==> src/rtl/jpeg_rle_pkg.sv <==
// Shared definitions for the run-length expander and its page-boundary stream register.
package jpeg_rle_pkg;

  localparam int unsigned BLOCK_LEN = 64;
  localparam int unsigned LEVEL_W   = 12;
  localparam int unsigned COEF_W    = 16;
  localparam int unsigned TOKEN_W   = 16;
  localparam int unsigned RUN_W     = 4;
  localparam int unsigned POS_W     = $clog2(BLOCK_LEN);

  localparam int unsigned RUN_MSB   = 15;
  localparam int unsigned RUN_LSB   = 12;
  localparam int unsigned LEVEL_MSB = 11;
  localparam int unsigned LEVEL_LSB = 0;

  localparam logic [TOKEN_W-1:0] EOB_CODE = 16'h0000;
  localparam logic [TOKEN_W-1:0] ZRL_CODE = 16'hF000;

  typedef enum logic [1:0] {
    ST_GET    = 2'd0,
    ST_ZEROS  = 2'd1,
    ST_FILL   = 2'd2,
    ST_EOSOUT = 2'd3
  } state_t;

  function automatic logic [COEF_W-1:0] sext_level(input logic [LEVEL_W-1:0] lvl);
    return {{(COEF_W-LEVEL_W){lvl[LEVEL_W-1]}}, lvl};
  endfunction

endpackage

==> src/rtl/jpeg_stream_reg.sv <==
// d/e/v output register for a valid/back-pressure stream; loads when empty or draining.
module jpeg_stream_reg #(
  parameter int unsigned W = 16
) (
  input  logic         clock,
  input  logic         reset,
  input  logic         i_ld,
  input  logic [W-1:0] i_d,
  input  logic         i_e,
  input  logic         i_b,
  output logic [W-1:0] o_d,
  output logic         o_e,
  output logic         o_v,
  output logic         o_load_ok
);

  logic [W-1:0] r_d;
  logic         r_e;
  logic         r_v;

  assign o_load_ok = ~r_v | ~i_b;

  always_ff @(posedge clock or posedge reset) begin
    if (reset) begin
      r_d <= '0;
      r_e <= 1'b0;
      r_v <= 1'b0;
    end else if (o_load_ok) begin
      r_v <= i_ld;
      if (i_ld) begin
        r_d <= i_d;
        r_e <= i_e;
      end
    end
  end

  assign o_d = r_d;
  assign o_e = r_e;
  assign o_v = r_v;

endmodule

==> src/rtl/jpeg_rle_expand.sv <==
// Expands (run, level) tokens into 64 zigzag-order coefficients per block, with EOB/ZRL,
// end-of-stream and overrun handling.
module jpeg_rle_expand
  import jpeg_rle_pkg::*;
(
  input  logic               clock,
  input  logic               reset,
  input  logic [TOKEN_W-1:0] rlS_d,
  input  logic               rlS_e,
  input  logic               rlS_v,
  output logic               rlS_b,
  output logic [COEF_W-1:0]  ruS_d,
  output logic               ruS_e,
  output logic               ruS_v,
  input  logic               ruS_b,
  output logic               err
);

  state_t              r_state;
  state_t              w_state_nxt;
  logic [POS_W-1:0]    r_pos;
  logic [RUN_W-1:0]    r_zcnt;
  logic [RUN_W-1:0]    w_zcnt_nxt;
  logic [COEF_W-1:0]   r_stash;
  logic [COEF_W-1:0]   w_stash_nxt;
  logic                r_eos_pend;
  logic                w_eos_nxt;
  logic                r_err;
  logic                w_err_set;

  logic                w_ld;
  logic [COEF_W-1:0]   w_ld_d;
  logic                w_ld_e;
  logic                w_load_ok;

  logic [RUN_W-1:0]    w_run;
  logic [LEVEL_W-1:0]  w_lvl;
  logic                w_last;
  logic                w_overrun;

  assign w_run     = rlS_d[RUN_MSB:RUN_LSB];
  assign w_lvl     = rlS_d[LEVEL_MSB:LEVEL_LSB];
  assign w_last    = (r_pos == POS_W'(BLOCK_LEN - 1));
  // A token needs run+1 slots; it overruns when the last slot lies past the block end.
  assign w_overrun = ((POS_W+1)'(r_pos) + (POS_W+1)'(w_run)) > (POS_W+1)'(BLOCK_LEN - 1);

  assign rlS_b = reset | ~((r_state == ST_GET) & w_load_ok);

  always_comb begin
    w_state_nxt = r_state;
    w_zcnt_nxt  = r_zcnt;
    w_stash_nxt = r_stash;
    w_eos_nxt   = r_eos_pend;
    w_err_set   = 1'b0;
    w_ld        = 1'b0;
    w_ld_d      = '0;
    w_ld_e      = 1'b0;

    case (r_state)
      ST_GET: begin
        if (rlS_v && w_load_ok) begin
          if (rlS_e) begin
            if (r_pos == '0) begin
              w_state_nxt = ST_EOSOUT;
            end else begin
              w_err_set   = 1'b1;
              w_eos_nxt   = 1'b1;
              w_state_nxt = ST_FILL;
            end
          end else if (w_overrun) begin
            w_err_set   = 1'b1;
            w_ld        = 1'b1;
            w_state_nxt = w_last ? ST_GET : ST_FILL;
          end else if (w_run == '0) begin
            w_ld   = 1'b1;
            w_ld_d = sext_level(w_lvl);
            if ((rlS_d == EOB_CODE) && !w_last) begin
              w_state_nxt = ST_FILL;
            end
          end else begin
            w_ld        = 1'b1;
            w_zcnt_nxt  = w_run - RUN_W'(1);
            w_stash_nxt = (rlS_d == ZRL_CODE) ? '0 : sext_level(w_lvl);
            w_state_nxt = ST_ZEROS;
          end
        end
      end

      ST_ZEROS: begin
        if (w_load_ok) begin
          w_ld = 1'b1;
          if (r_zcnt != '0) begin
            w_zcnt_nxt = r_zcnt - RUN_W'(1);
          end else begin
            w_ld_d      = r_stash;
            w_state_nxt = ST_GET;
          end
        end
      end

      ST_FILL: begin
        if (w_load_ok) begin
          w_ld = 1'b1;
          if (w_last) begin
            w_state_nxt = r_eos_pend ? ST_EOSOUT : ST_GET;
          end
        end
      end

      ST_EOSOUT: begin
        if (w_load_ok) begin
          w_ld        = 1'b1;
          w_ld_e      = 1'b1;
          w_eos_nxt   = 1'b0;
          w_state_nxt = ST_GET;
        end
      end

      default: w_state_nxt = ST_GET;
    endcase
  end

  // EOS words do not occupy a block position.
  always_ff @(posedge clock or posedge reset) begin
    if (reset) begin
      r_state    <= ST_GET;
      r_pos      <= '0;
      r_zcnt     <= '0;
      r_stash    <= '0;
      r_eos_pend <= 1'b0;
      r_err      <= 1'b0;
    end else begin
      r_state    <= w_state_nxt;
      r_zcnt     <= w_zcnt_nxt;
      r_stash    <= w_stash_nxt;
      r_eos_pend <= w_eos_nxt;
      if (w_ld && !w_ld_e) begin
        r_pos <= r_pos + POS_W'(1);
      end
      if (w_err_set) begin
        r_err <= 1'b1;
      end
    end
  end

  assign err = r_err;

  jpeg_stream_reg #(
    .W (COEF_W)
  ) u_out_reg (
    .clock     (clock),
    .reset     (reset),
    .i_ld      (w_ld),
    .i_d       (w_ld_d),
    .i_e       (w_ld_e),
    .i_b       (ruS_b),
    .o_d       (ruS_d),
    .o_e       (ruS_e),
    .o_v       (ruS_v),
    .o_load_ok (w_load_ok)
  );

endmodule

==> config.mk <==
export PLATFORM = sky130hd
export DESIGN_NAME = jpeg_rle_expand
export DESIGN_NICKNAME = d
export VERILOG_FILES = /design/src/rtl/jpeg_rle_pkg.sv /design/src/rtl/jpeg_stream_reg.sv /design/src/rtl/jpeg_rle_expand.sv
export SDC_FILE = /design/constraint.sdc
export NUM_CORES = 1
export LEC_CHECK = 0
export BUFFER_PORTS_ARGS = -buffer_cell sky130_fd_sc_hd__buf_2
export CAP_MARGIN = 15
export CORE_MARGIN = 2
export CORE_UTILIZATION = 60
export DETAILED_ROUTE_END_ITERATION = 8
export MAX_ROUTING_LAYER = met4
export PLACE_DENSITY = 0.85
export SLEW_MARGIN = 20
export SYNTH_ARGS = -nofsm -noshare
export SYNTH_HDL_FRONTEND = slang
export SYNTH_HIERARCHICAL = 1
export SYNTH_SLANG_ARGS = --single-unit
export TNS_END_PERCENT = 20
==> constraint.sdc <==
create_clock -name clock -period 7.1 [get_ports clock]
set_input_delay 0.355 -clock clock [delete_from_list [all_inputs] [get_ports clock]]
set_output_delay 0.355 -clock clock [all_outputs]
set_load 0.005 [all_outputs]
Word-level counts from Yosys, hierarchy flattened
Cells that the tools add are included. Widths: inputs -> output; s select.

Output and inout bits: 20. Bits of input ports: 21. Bits in registers: 48.

Bitwise gates (word level): 9. Reductions and logical operators: 18. $lt $le $gt $ge: 1. $add $sub $neg: 4. Multiplexer cells: 43. Equal/unequal tests: 18.

Operator list (number): $mux 16 (6); $pmux 16 s2 (1); $mux 2 (12); $mux 4 (6); $ne 2x2->1 const B (11); $eq 16x16->1 const B (1); $logic_not 16->1 (1); $mux 1 (14); $reduce_and 7->1 (2); $reduce_and 5->1 (2); $pmux 2 s4 (1); $pmux 4 s2 (1); $sub 4x1->4 const B (2); $add 6x4->7 (1); $gt 7x6->1 const B (1); $add 6x1->6 const B (1); $eq 6x6->1 const B (1); $logic_not 6->1 (1); $not 1->1 (6); $ne 5x4->1 const B (1); $eq 2x2->1 const B (2); $logic_not 4->1 (1); $pmux 1 s2 (2); $reduce_bool 2->1 (2); 10 further kinds (14).

Longest topological paths before layout
Gate-level depths: netlist (run 1).

Depth in word-level cells: 9. Mapped depth: 9. Depth with buffers taken out: 8.

Hierarchy
The synthesis (run 1) kept the hierarchy.

By module, submodules not included: jpeg_rle_expand (cells an instance 160, area an instance 1646.6 sq um, instances 1); jpeg_stream_reg (cells an instance 40, area an instance 732.0 sq um, instances 1).

Worst setup path after synthesis (run 1)
No wires, ideal clock.

Kind: register to register. From: register r_pos[0]. To: register r_stash[0]. Data required time: 6.975 ns. Data arrival time: 2.335 ns. Clock period less this slack: 2.460 ns. Slack: 4.640 ns. Cell stages (with the launch flop): 9. Cell sequence: dfrtp_1 > ha_1 > fa_1 > a211oi_2 > nor3_1 > or4_1 > buf_2 > buf_6 > mux2_4.

Cells in the longest elaborated chain, start to end: 4.

Ends and longest elaborated chain: from (decl) (line jpeg_rle_expand.sv:21) `logic [POS_W-1:0] r_pos;`; from (signal assigned) (line jpeg_rle_expand.sv:138) `r_pos <= r_pos + POS_W'(1);`; $add 6x4->7 (line jpeg_rle_expand.sv:45) `assign w_overrun = ((POS_W+1)'(r_pos) + (POS_W+1)'(w_run)) > (POS_W+1)'(BLOCK_LEN - 1);`; $gt 7x6->1 (line jpeg_rle_expand.sv:45); $not 1->1 (no line); $reduce_and 5->1 (no line); to (signal assigned) (line jpeg_rle_expand.sv:135) `r_stash <= w_stash_nxt;`; to (decl) (line jpeg_rle_expand.sv:24) `logic [COEF_W-1:0] r_stash;`.

Every way passes these cells. A chain may end at the register's enable or synchronous reset.

Worst setup path in the final report (run 1)
From: register r_pos[0]. To: register u_out_reg.r_d[15] (netlist: u_out_reg/o_d[15]).

Cells in the longest elaborated chain, start to end: 6.

Ends and longest elaborated chain: $add 6x4->7 (line jpeg_rle_expand.sv:45); $gt 7x6->1 (line jpeg_rle_expand.sv:45); $mux 16 (line jpeg_rle_expand.sv:70) `end else if (w_overrun) begin`; $mux 16 (line jpeg_rle_expand.sv:62) `if (rlS_e) begin`; $mux 16 (line jpeg_rle_expand.sv:61) `if (rlS_v && w_load_ok) begin`; $pmux 16 s2 (line jpeg_rle_expand.sv:59) `case (r_state)`; to (signal assigned) (line jpeg_stream_reg.sv:31) `r_d <= i_d;`; to (decl) (line jpeg_stream_reg.sv:17) `logic [W-1:0] r_d;`.

Every way passes these cells.

==> results of run 1 <==
[metal layers]
metal	up-vias	GRT usage, %	wire length (µm)
li1	800	-	-
met1	836	28.32	2050
met2	49	38.75	2400
met3	16	5.912	199
met4	0	12.50	156
met5	-	-	0
[where the power goes]
group          total (mW)  internal (mW)  leakage (nW)  switching [mW]
clock               0.195          0.106        0.0548          0.0887
sequential          0.418          0.340         0.559          0.0780
combinational       0.399          0.209         0.719           0.190
total                1.01          0.655          1.33           0.357
[synthesized netlist by cell type, drive strengths merged (2+ instances only)]
cell type  count
dfrtp         44
and2           2
xor2           2
nor2          12
nor4           6
inv            9
nor2b          3
mux2i          3
nor3           3
a211oi         2
xnor2          3
nand3          9
a22o          12
nand2         13
clkbuf         4
ha             6
o21ai          6
or2            3
a21oi          3
mux2          30
o41ai          2
buf            5
a221oi         3
and3           2
[worst register-to-register path, cell delays in order (launching register included)]
cell and delay (ns):
dfrtp_1 0.42, ha_1 0.20, fa_1 0.38, a211oi_2 0.22
nor3_1 0.11, or3b_2 0.47, nor2_1 0.65, a22o_1 0.33
mux2_2 0.19
[worst paths after layout]
kind                                     end  slack [ns]  cells after the start  startpoint
setup / recovery           u_out_reg/o_d[15]        4.07                      8    r_pos[0]
hold / removal                    r_stash[0]        0.14                      2       reset
setup reg to reg           u_out_reg/o_d[15]        4.07                      8    r_pos[0]
hold reg to reg                          err        0.50                      1         err
max in group asynchronous   u_out_reg/o_d[9]        6.51                      2       reset
min in group clock                r_stash[6]        0.32                      2    rlS_d[6]
[stage by stage]
| stage | instance area [µm²] | hold WS, ns | worst slack, ns |
|---|---|---|---|
| after floorplan | 2379 | 0.2936 | 4.640 |
| after global placement | 2575 | 0.4609 | 4.078 |
| after detailed placement | 2575 | 0.4601 | 3.994 |
| after CTS | 2690 | 0.1691 | 4.061 |
| after global routing | 2690 | 0.1917 | 3.891 |
| final | 2690 | 0.1367 | 4.075 |
[area by class of cell]
class | instances | share of cell area [%]
clock buffer | 5 | 2.558
clock inverter | 3 | 1.721
inverter | 9 | 1.256
multi-input combinational | 138 | 43.86
sequential | 44 | 40.93
tap | 48 | 2.233
timing repair buffer | 40 | 7.442
[logic make-up (layout without fill, tap and decap cells)]
family | Yosys count | count (layout) | share of synthesized area, %
compound gates | 36 | 36 | 12.89
xor+xnor | 5 | 5 | 1.841
fa+ha+maj | 7 | 7 | 3.998
buf+inv | 18 | 57 | 4.103
flops | 44 | 44 | 46.29
mux | 33 | 33 | 18.62
simple gates | 57 | 57 | 12.26
[flip-flops by register name, indices dropped and copies added, names as in the netlist]
| name | count |
|---|---|
| err | 1 |
| r_state | 2 |
| u_out_reg/o_e | 1 |
| u_out_reg/o_v | 1 |
| r_zcnt | 4 |
| u_out_reg/o_d | 16 |
| r_eos_pend | 1 |
| r_stash | 12 |
| r_pos | 6 |
==> impl_metrics.xml, run 1 <==
<?xml version="1.0" encoding="UTF-8"?>
<metrics>
  <group name="timing">
    <metric name="final_critical_path_share_of_the_clock_period" unit="%">42.61</metric>
    <metric name="rsz_0062_raised_after_global_routing" unit="">no</metric>
    <metric name="finalMaxSlewViolations" unit="">0</metric>
    <metric name="timing_hold_violations_final" unit="">0</metric>
    <metric name="layout_min_cycle_time" unit="ns">3.025</metric>
    <metric name="fin_worst_skew" unit="ns">0.009146</metric>
    <metric name="max_freq" unit="MHz">330.5</metric>
    <metric name="final.setup.tns" unit="ns">0</metric>
    <metric name="finalSetupViolations" unit="">0</metric>
    <metric name="max-slew-margin-rel" unit="%">38.35</metric>
    <metric name="worst_pin_slew" unit="ns">0.9190</metric>
  </group>
  <group name="critical_path">
    <metric name="timing.critical_path.arrival" unit="ns">3.27</metric>
    <metric name="worstSetupPathType" unit="">reg2reg</metric>
    <metric name="crit_path_cell_trace" unit="">ha_1 -&gt; fa_1 -&gt; a211oi_2 -&gt; nor3_1 -&gt; or3b_2 -&gt; nor2_1 -&gt; a22o_1 -&gt; mux2_2</metric>
    <metric name="crit_family" unit="">simple AND/OR/NAND/NOR gates</metric>
    <metric name="critPathCaptureType" unit="">flop</metric>
    <metric name="timing.critical_path.slowest_cell_delay" unit="ns">0.65</metric>
    <metric name="worst_setup_path_start_kind" unit="">flop</metric>
    <metric name="critical_path.max_fanout" unit="">12</metric>
    <metric name="cp_num_buf_inv" unit="">0</metric>
    <metric name="cpMaxStageDelayCell" unit="">nor2_1</metric>
    <metric name="critical_path_required" unit="ns">7.34</metric>
  </group>
  <group name="global_route">
    <metric name="grt_pass1_wl" unit="µm">7693</metric>
    <metric name="maximum_number_of_pins_on_one_net_before_global_route_repair" unit="">28</metric>
    <metric name="vias_in_the_first_global_route" unit="">1675</metric>
    <metric name="grt_overflow_total" unit="">0</metric>
    <metric name="grt_antenna_before_repair" unit="">0</metric>
    <metric name="grtUsageTotal" unit="%">24.19</metric>
  </group>
  <group name="power_and_ir_drop">
    <metric name="p_total" unit="mW">1.012</metric>
    <metric name="ir_drop" unit="mV">0.2621</metric>
    <metric name="power_density_over_cell_area" unit="nW/µm²">376.1</metric>
    <metric name="power.leakage" unit="nW">1.332</metric>
  </group>
  <group name="hold_path">
    <metric name="min-delay-path-class" unit="">in2async</metric>
  </group>
  <group name="clock_tree">
    <metric name="post_cts.repair.setup_buffers" unit="">0</metric>
    <metric name="root_buffer" unit="">clkbuf_8</metric>
    <metric name="clk_path_buf_depth" unit="">2</metric>
    <metric name="cts.hold.buffers_added" unit="">0</metric>
    <metric name="cts_tree" unit="">done</metric>
    <metric name="clk_pin_slew_worst_paths" unit="ns">0.09</metric>
    <metric name="clock_tree.htree_level_count" unit="">2</metric>
    <metric name="cts_sinks" unit="">44</metric>
    <metric name="cts.repair.resized" unit="">0</metric>
    <metric name="worst_skew_pair.late_latency" unit="ns">0.30</metric>
    <metric name="cts_inserted_buffers" unit="">5</metric>
  </group>
  <group name="placement">
    <metric name="gpl.final_weighted_congestion" unit="">0.8521</metric>
    <metric name="post-place-cells" unit="">279</metric>
    <metric name="place.port_buffers" unit="">40</metric>
    <metric name="hpwlAfterDp" unit="µm">3636</metric>
  </group>
  <group name="routing">
    <metric name="detail_route.wl_per_cell" unit="µm">16.75</metric>
    <metric name="remaining_drc_errors" unit="">0</metric>
    <metric name="aggregate_routed_wire_length" unit="µm">4806</metric>
    <metric name="via_per_inst" unit="">5.927</metric>
    <metric name="detail-route-antenna-nets" unit="">0</metric>
    <metric name="first_pass_iters" unit="">4</metric>
    <metric name="detail_route.iter0.violations" unit="">138</metric>
    <metric name="vias" unit="">1701</metric>
  </group>
  <group name="finish">
    <metric name="flow.area_growth_from_synthesis" unit="%">13.10</metric>
    <metric name="post_route_cells_drive_above_1_share" unit="%">37.24</metric>
    <metric name="layout_common_cells" unit="">44 x dfrtp_1, 40 x buf_2, 20 x mux2_4</metric>
    <metric name="final.fill_count" unit="">271</metric>
    <metric name="area.sequential" unit="µm²">1101</metric>
    <metric name="n_antenna_cell" unit="">0</metric>
    <metric name="final_common_cell" unit="">dfrtp_1</metric>
    <metric name="num-nets-final" unit="">266</metric>
    <metric name="finished_core_util" unit="%">71.86</metric>
    <metric name="multi_input_gate_area_in_the_final_layout" unit="µm²">1180</metric>
    <metric name="number_of_non_filler_instances_in_the_completed_layout" unit="">287</metric>
  </group>
  <group name="synth">
    <metric name="synth.ff_latch_count" unit="">44</metric>
    <metric name="yosys.area.top_type_share" unit="%">46.29</metric>
    <metric name="post_synth_instance_area" unit="µm²">2379</metric>
    <metric name="yosys.cell_types.count" unit="">45</metric>
    <metric name="syn_inst" unit="">200</metric>
    <metric name="async_flop_share" unit="%">100.0</metric>
    <metric name="ys_dominant_reg_cell" unit="">dfrtp_1</metric>
    <metric name="postSynthNetCount" unit="">228</metric>
    <metric name="seq_area_frac_synth" unit="%">46.29</metric>
    <metric name="synthTopCellsByArea" unit="">dfrtp_1 46%, mux2_4 13%, mux2_2 4.7%</metric>
    <metric name="postSynthAreaPerCell" unit="µm²">11.89</metric>
    <metric name="synth_top_cell_by_area" unit="">dfrtp_1</metric>
    <metric name="number_of_flops_mapped_to_enable_cells_by_yosys" unit="">0</metric>
    <metric name="synth-warning-count" unit="">6</metric>
  </group>
  <group name="run">
    <metric name="maxCapViolCount" unit="">0</metric>
  </group>
  <group name="floorplan">
    <metric name="die-height" unit="µm">66.96</metric>
    <metric name="die_w" unit="µm">66.96</metric>
    <metric name="floorplan.initialDensity" unit="%">63.54</metric>
    <metric name="die-area" unit="µm²">4484</metric>
    <metric name="placement_rows" unit="">22</metric>
    <metric name="core_area" unit="µm²">3744</metric>
    <metric name="pin_count" unit="">41</metric>
  </group>
  <group name="run_status">
    <metric name="run_status" unit="">completed</metric>
  </group>
</metrics>
No activity file was read; power rests on OpenSTA's default activity.
==> run 2: changes to the inputs <==
--- a/config.mk
+++ b/config.mk
@@ -5,13 +5,14 @@
 export SDC_FILE = /design/constraint.sdc
 export NUM_CORES = 1
 export LEC_CHECK = 0
+export ABC_AREA = 1
 export BUFFER_PORTS_ARGS = -buffer_cell sky130_fd_sc_hd__buf_2
 export CAP_MARGIN = 15
 export CORE_MARGIN = 2
-export CORE_UTILIZATION = 60
+export CORE_UTILIZATION = 57
 export DETAILED_ROUTE_END_ITERATION = 8
 export MAX_ROUTING_LAYER = met4
-export PLACE_DENSITY = 0.85
+export PLACE_DENSITY = 0.8
 export SLEW_MARGIN = 20
 export SYNTH_ARGS = -nofsm -noshare
 export SYNTH_HDL_FRONTEND = slang
==> constraint.sdc (replaced) <==
create_clock -name clock -period 2.99 [get_ports clock]
set_input_delay 0.1495 -clock clock [delete_from_list [all_inputs] [get_ports clock]]
set_output_delay 0.1495 -clock clock [all_outputs]
set_load 0.005 [all_outputs]
==> run 2 against run 1 <==
Compared with the run above:
- power rose by 140%
- worst hold slack got worse by 0.020 ns
- count of clock-buffer cells in the layout unchanged
- sequential power is 130% higher
- setup slack worse by 3.5 ns
- die area grew 14%
==> impl_metrics.xml, run 2 <==
<?xml version="1.0" encoding="UTF-8"?>
<metrics>
  <group name="routing">
    <metric name="first_pass_iters" unit="">4</metric>
    <metric name="via_per_inst" unit="">5.132</metric>
    <metric name="detail_route.wl_per_cell" unit="µm">12.62</metric>
    <metric name="aggregate_routed_wire_length" unit="µm">5161</metric>
    <metric name="detail-route-antenna-nets" unit="">0</metric>
    <metric name="remaining_drc_errors" unit="">0</metric>
    <metric name="vias" unit="">2099</metric>
    <metric name="detail_route.iter0.violations" unit="">156</metric>
  </group>
  <group name="run_status">
    <metric name="run_status" unit="">completed</metric>
  </group>
  <group name="synth">
    <metric name="number_of_flops_mapped_to_enable_cells_by_yosys" unit="">0</metric>
    <metric name="post-synth-top-count-cell" unit="">nand2_1</metric>
    <metric name="syn_inst" unit="">313</metric>
    <metric name="yosys.cell_types.count" unit="">32</metric>
    <metric name="synth_top_cell_by_area" unit="">dfrtp_1</metric>
    <metric name="synth.ff_latch_count" unit="">44</metric>
    <metric name="yosys-top-cells-count" unit="">106 x nand2_1, 44 x dfrtp_1, 32 x inv_1</metric>
    <metric name="synth-warning-count" unit="">6</metric>
    <metric name="ys_dominant_reg_cell" unit="">dfrtp_1</metric>
    <metric name="postSynthNetCount" unit="">341</metric>
    <metric name="async_flop_share" unit="%">100.0</metric>
    <metric name="seq_area_frac_synth" unit="%">42.53</metric>
    <metric name="synthTopCellsByArea" unit="">dfrtp_1 43%, nand2_1 15%, o21ai_2 7.4%</metric>
    <metric name="yosys.area.top_type_share" unit="%">42.53</metric>
    <metric name="post_synth_instance_area" unit="µm²">2589</metric>
    <metric name="postSynthAreaPerCell" unit="µm²">8.271</metric>
  </group>
  <group name="global_route">
    <metric name="grtUsageTotal" unit="%">23.05</metric>
    <metric name="grt_antenna_before_repair" unit="">0</metric>
    <metric name="vias_in_the_first_global_route" unit="">2026</metric>
    <metric name="grt_overflow_total" unit="">0</metric>
    <metric name="maximum_number_of_pins_on_one_net_before_global_route_repair" unit="">28</metric>
    <metric name="grt_pass1_wl" unit="µm">8997</metric>
  </group>
  <group name="clock_tree">
    <metric name="clk_pin_slew_worst_paths" unit="ns">0.09</metric>
    <metric name="clock_tree.htree_level_count" unit="">2</metric>
    <metric name="cts_sinks" unit="">44</metric>
    <metric name="clk_path_buf_depth" unit="">2</metric>
    <metric name="cts_tree" unit="">done</metric>
    <metric name="worst_skew_pair.late_latency" unit="ns">0.30</metric>
    <metric name="cts_inserted_buffers" unit="">5</metric>
    <metric name="root_buffer" unit="">clkbuf_8</metric>
  </group>
  <group name="placement">
    <metric name="detailedPlace.worstSlack" unit="ns">0.6681</metric>
    <metric name="gpl.final_weighted_congestion" unit="">0.8683</metric>
    <metric name="hpwlAfterDp" unit="µm">3916</metric>
    <metric name="place.port_buffers" unit="">40</metric>
  </group>
  <group name="timing">
    <metric name="post-route-worst-setup-slack" unit="ns">0.6118</metric>
    <metric name="final_critical_path_share_of_the_clock_period" unit="%">79.54</metric>
    <metric name="max_freq" unit="MHz">420.5</metric>
    <metric name="final.setup.tns" unit="ns">0</metric>
    <metric name="worst_pin_slew" unit="ns">0.6387</metric>
    <metric name="finalMaxSlewViolations" unit="">0</metric>
    <metric name="finalSetupViolations" unit="">0</metric>
    <metric name="max-slew-margin-rel" unit="%">57.37</metric>
    <metric name="rsz_0062_raised_after_global_routing" unit="">no</metric>
    <metric name="layout_min_cycle_time" unit="ns">2.378</metric>
    <metric name="timing_hold_violations_final" unit="">0</metric>
    <metric name="fin_worst_skew" unit="ns">0.007059</metric>
  </group>
  <group name="critical_path">
    <metric name="worstSetupPathType" unit="">reg2reg</metric>
    <metric name="crit-reg2reg-launch" unit="">r_pos[0]</metric>
    <metric name="critical_path.max_fanout" unit="">12</metric>
    <metric name="crit_family" unit="">adder cells</metric>
    <metric name="worst_setup_path_start_kind" unit="">flop</metric>
    <metric name="path_length_in_cells_of_the_critical_path" unit="">10</metric>
    <metric name="cpMaxStageDelayCell" unit="">dfrtp_1</metric>
    <metric name="timing.critical_path.arrival" unit="ns">2.62</metric>
    <metric name="reg2regPathDepth" unit="">10</metric>
    <metric name="critical_path_required" unit="ns">3.23</metric>
    <metric name="timing.critical_path.slowest_cell_delay" unit="ns">0.44</metric>
    <metric name="critPathCaptureType" unit="">flop</metric>
    <metric name="critical_path.startpoint" unit="">r_pos[0]</metric>
    <metric name="cp_num_buf_inv" unit="">2</metric>
    <metric name="crit_path_cell_trace" unit="">ha_1 -&gt; fa_1 -&gt; nand2_1 -&gt; nand3_2 -&gt; inv_2 -&gt; nand3_2 -&gt; buf_4 -&gt; o21ai_0 -&gt; nand3_1 -&gt; nand2_1</metric>
  </group>
  <group name="finish">
    <metric name="num-nets-final" unit="">384</metric>
    <metric name="largest_reg_flops" unit="">16</metric>
    <metric name="final_common_cell" unit="">nand2_1</metric>
    <metric name="post_route_cells_drive_above_1_share" unit="%">27.17</metric>
    <metric name="layout_common_cells" unit="">106 x nand2_1, 44 x dfrtp_1, 40 x buf_2</metric>
    <metric name="n_antenna_cell" unit="">0</metric>
    <metric name="flow.area_growth_from_synthesis" unit="%">12.42</metric>
  </group>
  <group name="power_and_ir_drop">
    <metric name="ir_drop" unit="mV">0.4658</metric>
    <metric name="power.leakage" unit="nW">1.598</metric>
    <metric name="power_density_over_cell_area" unit="nW/µm²">825.7</metric>
  </group>
  <group name="floorplan">
    <metric name="die-height" unit="µm">71.39</metric>
    <metric name="placement_rows" unit="">24</metric>
    <metric name="core_area" unit="µm²">4354</metric>
    <metric name="floorplan.initialDensity" unit="%">59.45</metric>
    <metric name="pin_count" unit="">41</metric>
    <metric name="die-area" unit="µm²">5097</metric>
    <metric name="die_w" unit="µm">71.39</metric>
  </group>
  <group name="run">
    <metric name="maxCapViolCount" unit="">0</metric>
  </group>
  <group name="hold_path">
    <metric name="hold_depth" unit="">3</metric>
    <metric name="min-delay-path-class" unit="">in2reg</metric>
    <metric name="holdCritStartpoint" unit="">rlS_d[6]</metric>
  </group>
</metrics>
[run 2: routing by layer]
metal | vias up | track usage, % | share of wire, %
met5 | - | - | 0
met2 | 44 | 37.35 | 48
met3 | 8 | 4.501 | 4.4
met1 | 966 | 29.08 | 46
met4 | 0 | 7.757 | 1.6
li1 | 1081 | - | -
[run 2: where the power goes]
| group | leakage [nW] | switching (mW) | internal [mW] |
|---|---|---|---|
| Combinational | 0.979 | 0.636 | 0.358 |
| Sequential | 0.564 | 0.151 | 0.790 |
| Clock | 0.0548 | 0.217 | 0.252 |
[run 2: kinds of logic (layout without fill, tap and decap cells)]
kind of cell             after synthesis  in the layout  share of synthesized area [%]
AO/OA/AOI/OAI                         38             38                          11.41
buffers and inverters                 45             89                          9.232
XOR/XNOR                               6              6                          2.030
flip-flops                            44             44                          42.53
adder cells (fa/ha/maj)                7              7                          3.673
AND/OR/NAND/NOR                      173            173                          31.13
[run 2: what timing repair did]
| item | 4_1_cts | 5_1_grt |
|---|---|---|
| hold endpoints to repair | 44 | 0 |
| buffers inserted | 0 | 0 |
| gates resized for setup | 0 | 0 |
| hold buffers | 1 | 0 |
[run 2: final cells by class]
class | count | area (µm²)
Fill cell | 378 | 1444
Multi-Input combinational cell | 224 | 1249
Sequential cell | 44 | 1101
Timing Repair Buffer | 45 | 240.2
Inverter | 36 | 140.1
Clock buffer | 5 | 68.82
Tap cell | 52 | 65.06
Clock inverter | 3 | 46.29
[run 2: worst paths after layout]
path	slack, ns	to
max	0.61	u_out_reg/o_d[14]
min in group asynchronous	0.46	r_stash[5]
max in group asynchronous	2.10	u_out_reg/o_v
min reg2reg	0.48	u_out_reg/o_d[1]
min	0.12	r_stash[6]
max reg2reg	0.61	u_out_reg/o_d[14]
[run 2: metrics by stage]
step | area, µm² | std cells | hold WS [ns] | power (mW) | util, %
floorplan | 2589 | 313 | 0.08807 | 1.762 | -
global placement | 2785 | 400 | 0.2476 | 1.902 | 63.97
detailed placement | 2785 | 400 | 0.2478 | 1.947 | 63.97
CTS | 2910 | 409 | 0.1107 | 2.422 | 66.84
global route | 2910 | 409 | 0.1243 | 2.610 | 66.84
finish | 2910 | 409 | 0.1166 | 2.403 | 66.84
[run 2: worst register-to-register path: cells and delay by family (launching register included)]
| kind | cells | cell delay [ns] |
|---|---|---|
| AO/OA/AOI/OAI | 1 | 0.42 |
| adder cells (fa/ha/maj) | 2 | 0.59 |
| buffers and inverters | 2 | 0.30 |
| flip-flops | 1 | 0.44 |
| AND/OR/NAND/NOR | 5 | 0.58 |
==> run 3: changes to the inputs <==
==> constraint.sdc (replaced) <==
create_clock -name clock -period 2.2 [get_ports clock]
set_input_delay 0.11 -clock clock [delete_from_list [all_inputs] [get_ports clock]]
set_output_delay 0.11 -clock clock [all_outputs]
set_load 0.005 [all_outputs]
==> run 3 against run 2 <==
Compared with the run above:
- first-iteration DRC count is 6.4% lower
- via count is 2.7% higher
- wire length is 5.0% higher
- die area stayed put
- combinational power is 37% higher
- sequential power is 36% higher
- cell area is 0.34% higher
- maximum frequency is 17% higher
- count of clock-buffer cells in the layout is 1 higher
==> impl_metrics.xml, run 3 (same netlist as run 2, synthesis figures left out) <==
<?xml version="1.0" encoding="UTF-8"?>
<metrics>
  <group name="run_status">
    <metric name="run_status" unit="">completed</metric>
  </group>
  <group name="hold_path">
    <metric name="hold_depth" unit="">3</metric>
    <metric name="min-delay-path-class" unit="">in2reg</metric>
    <metric name="worstHoldEndpoint" unit="">r_stash[14]</metric>
    <metric name="holdCritStartpoint" unit="">rlS_d[11]</metric>
  </group>
  <group name="global_route">
    <metric name="grt_overflow_total" unit="">0</metric>
    <metric name="vias_in_the_first_global_route" unit="">2092</metric>
    <metric name="grtUsageTotal" unit="%">24.51</metric>
    <metric name="maximum_number_of_pins_on_one_net_before_global_route_repair" unit="">27</metric>
    <metric name="grt_pass1_wl" unit="µm">9556</metric>
    <metric name="grt_antenna_before_repair" unit="">0</metric>
  </group>
  <group name="floorplan">
    <metric name="placement_rows" unit="">24</metric>
    <metric name="floorplan.initialDensity" unit="%">59.45</metric>
    <metric name="die-area" unit="µm²">5097</metric>
    <metric name="die_w" unit="µm">71.39</metric>
    <metric name="die-height" unit="µm">71.39</metric>
    <metric name="pin_count" unit="">41</metric>
    <metric name="core_area" unit="µm²">4354</metric>
  </group>
  <group name="critical_path">
    <metric name="critPathCaptureType" unit="">flop</metric>
    <metric name="critical_path_required" unit="ns">2.45</metric>
    <metric name="reg2regPathDepth" unit="">10</metric>
    <metric name="worst_setup_path_start_kind" unit="">flop</metric>
    <metric name="worstSetupPathType" unit="">reg2reg</metric>
    <metric name="crit-reg2reg-launch" unit="">r_pos[0]</metric>
    <metric name="critical_path.max_fanout" unit="">11</metric>
    <metric name="regToRegSetupSlack" unit="ns">0.16</metric>
    <metric name="timing.critical_path.arrival" unit="ns">2.28</metric>
    <metric name="regToRegEndpoint" unit="">u_out_reg/o_d[6]</metric>
  </group>
  <group name="routing">
    <metric name="first_pass_iters" unit="">4</metric>
    <metric name="detail_route.iter0.violations" unit="">146</metric>
    <metric name="vias" unit="">2155</metric>
    <metric name="detail-route-antenna-nets" unit="">0</metric>
    <metric name="detail_route.wl_per_cell" unit="µm">13.18</metric>
    <metric name="aggregate_routed_wire_length" unit="µm">5419</metric>
    <metric name="via_per_inst" unit="">5.243</metric>
    <metric name="remaining_drc_errors" unit="">0</metric>
  </group>
  <group name="finish">
    <metric name="post_route_cells_drive_above_1_share" unit="%">27.58</metric>
    <metric name="layout_common_cells" unit="">105 x nand2_1, 44 x dfrtp_1, 40 x buf_2</metric>
    <metric name="flow.area_growth_from_synthesis" unit="%">12.81</metric>
    <metric name="num-nets-final" unit="">386</metric>
    <metric name="finish.instance_area" unit="µm²">2920</metric>
    <metric name="final_common_cell" unit="">nand2_1</metric>
    <metric name="n_antenna_cell" unit="">0</metric>
    <metric name="largest_reg_flops" unit="">16</metric>
  </group>
  <group name="placement">
    <metric name="post_detailed_placement_cell_area" unit="µm²">2800</metric>
    <metric name="gpl.final_weighted_congestion" unit="">0.8682</metric>
    <metric name="place.port_buffers" unit="">40</metric>
    <metric name="hpwlAfterDp" unit="µm">3992</metric>
  </group>
  <group name="timing">
    <metric name="finalMaxSlewViolations" unit="">0</metric>
    <metric name="timing_hold_violations_final" unit="">0</metric>
    <metric name="final.setup.tns" unit="ns">0</metric>
    <metric name="final_critical_path_share_of_the_clock_period" unit="%">92.51</metric>
    <metric name="max_freq" unit="MHz">491.4</metric>
    <metric name="max-slew-margin-rel" unit="%">55.46</metric>
    <metric name="rsz_0062_raised_after_global_routing" unit="">no</metric>
    <metric name="finalSetupViolations" unit="">0</metric>
    <metric name="fin_worst_skew" unit="ns">0.005998</metric>
    <metric name="worst_pin_slew" unit="ns">0.6673</metric>
    <metric name="layout_min_cycle_time" unit="ns">2.035</metric>
  </group>
  <group name="clock_tree">
    <metric name="cts_inserted_buffers" unit="">5</metric>
    <metric name="clk_path_buf_depth" unit="">2</metric>
    <metric name="worst_skew_pair.late_latency" unit="ns">0.30</metric>
    <metric name="root_buffer" unit="">clkbuf_8</metric>
    <metric name="cts_tree" unit="">done</metric>
    <metric name="cts_sinks" unit="">44</metric>
    <metric name="clock_tree.htree_level_count" unit="">2</metric>
    <metric name="clk_pin_slew_worst_paths" unit="ns">0.08</metric>
  </group>
  <group name="power_and_ir_drop">
    <metric name="power.leakage" unit="nW">1.610</metric>
    <metric name="ir_drop" unit="mV">0.5643</metric>
    <metric name="power_density_over_cell_area" unit="nW/µm²">1118</metric>
  </group>
  <group name="run">
    <metric name="maxCapViolCount" unit="">0</metric>
  </group>
</metrics>
run 3: changes by cell type in the layout (fill, tap and decap cells not counted), sizes merged:
cell	change
buf	+2
clkbuf	+1
clkinv	+1
clkinvlp	-1
inv	-1
run 3: routing by layer:
layer	part of all wire, %	track usage, %	vias up
met4	2.1	9.434	0
met5	0	-	-
li1	-	-	1083
met3	5.2	4.079	9
met2	48	37.76	61
met1	45	32.63	1002
run 3: report_power, final:
part | internal, mW | leakage, nW | switching [mW]
clock | 0.337 | 0.0552 | 0.282
sequential | 1.07 | 0.564 | 0.210
combinational | 0.488 | 0.990 | 0.872
run 3: critical path, cell delays in order, from the launching register on:
cell	delay [ns]
dfrtp_1	0.45
ha_1	0.22
fa_1	0.37
nand2_2	0.14
nand3_2	0.10
inv_2	0.10
nand3_2	0.07
buf_4	0.20
o21ai_0	0.16
nand3_1	0.09
nand2_1	0.08
run 3: area by class of cell:
type | instances | area [µm²]
inverter | 36 | 140.1
timing repair buffer | 47 | 255.2
clock buffer | 6 | 72.57
tap | 52 | 65.06
sequential | 44 | 1101
clock inverter | 2 | 35.03
fill | 378 | 1434
multi-input combinational | 224 | 1251
run 3: worst max path at each step:
stage	from	to	slack (ns)	cells after the start
6_report	r_pos[0]	u_out_reg/o_d[6]	0.16	10
5_1_grt	r_pos[0]	u_out_reg/o_d[13]	0.05	10
4_1_cts	r_pos[0]	u_out_reg/o_d[6]	0.13	10
3_5_place_dp	r_pos[0]	u_out_reg/o_d[6]	0.14	10
3_3_place_gp	r_pos[0]	u_out_reg/o_d[6]	0.19	10
2_1_floorplan	r_pos[0]	u_out_reg/o_d[11]	0.23	9
run 3: timing repair:
| item | in CTS | in global routing |
|---|---|---|
| setup endpoints to repair | 0 | 2 |
| hold endpoints to repair | 44 | 0 |
| hold buffers | 1 | 0 |
| resized for setup | 0 | 1 |
| buffers inserted | 0 | 0 |
run 3: through the flow:
step / instances / power [mW] / util (%) / hold slack (ns) / setup slack, ns
final: 411 / 3.264 / 67.07 / 0.09656 / 0.1648
after CTS: 411 / 3.288 / 67.01 / 0.08849 / 0.1258
after global placement: 402 / 2.599 / 64.31 / 0.2531 / 0.1944
after floorplan: 313 / 2.395 / - / 0.04857 / 0.2255
after global routing: 411 / 3.561 / 67.07 / 0.1132 / 0.04712
after detailed placement: 402 / 2.654 / 64.31 / 0.2577 / 0.1403
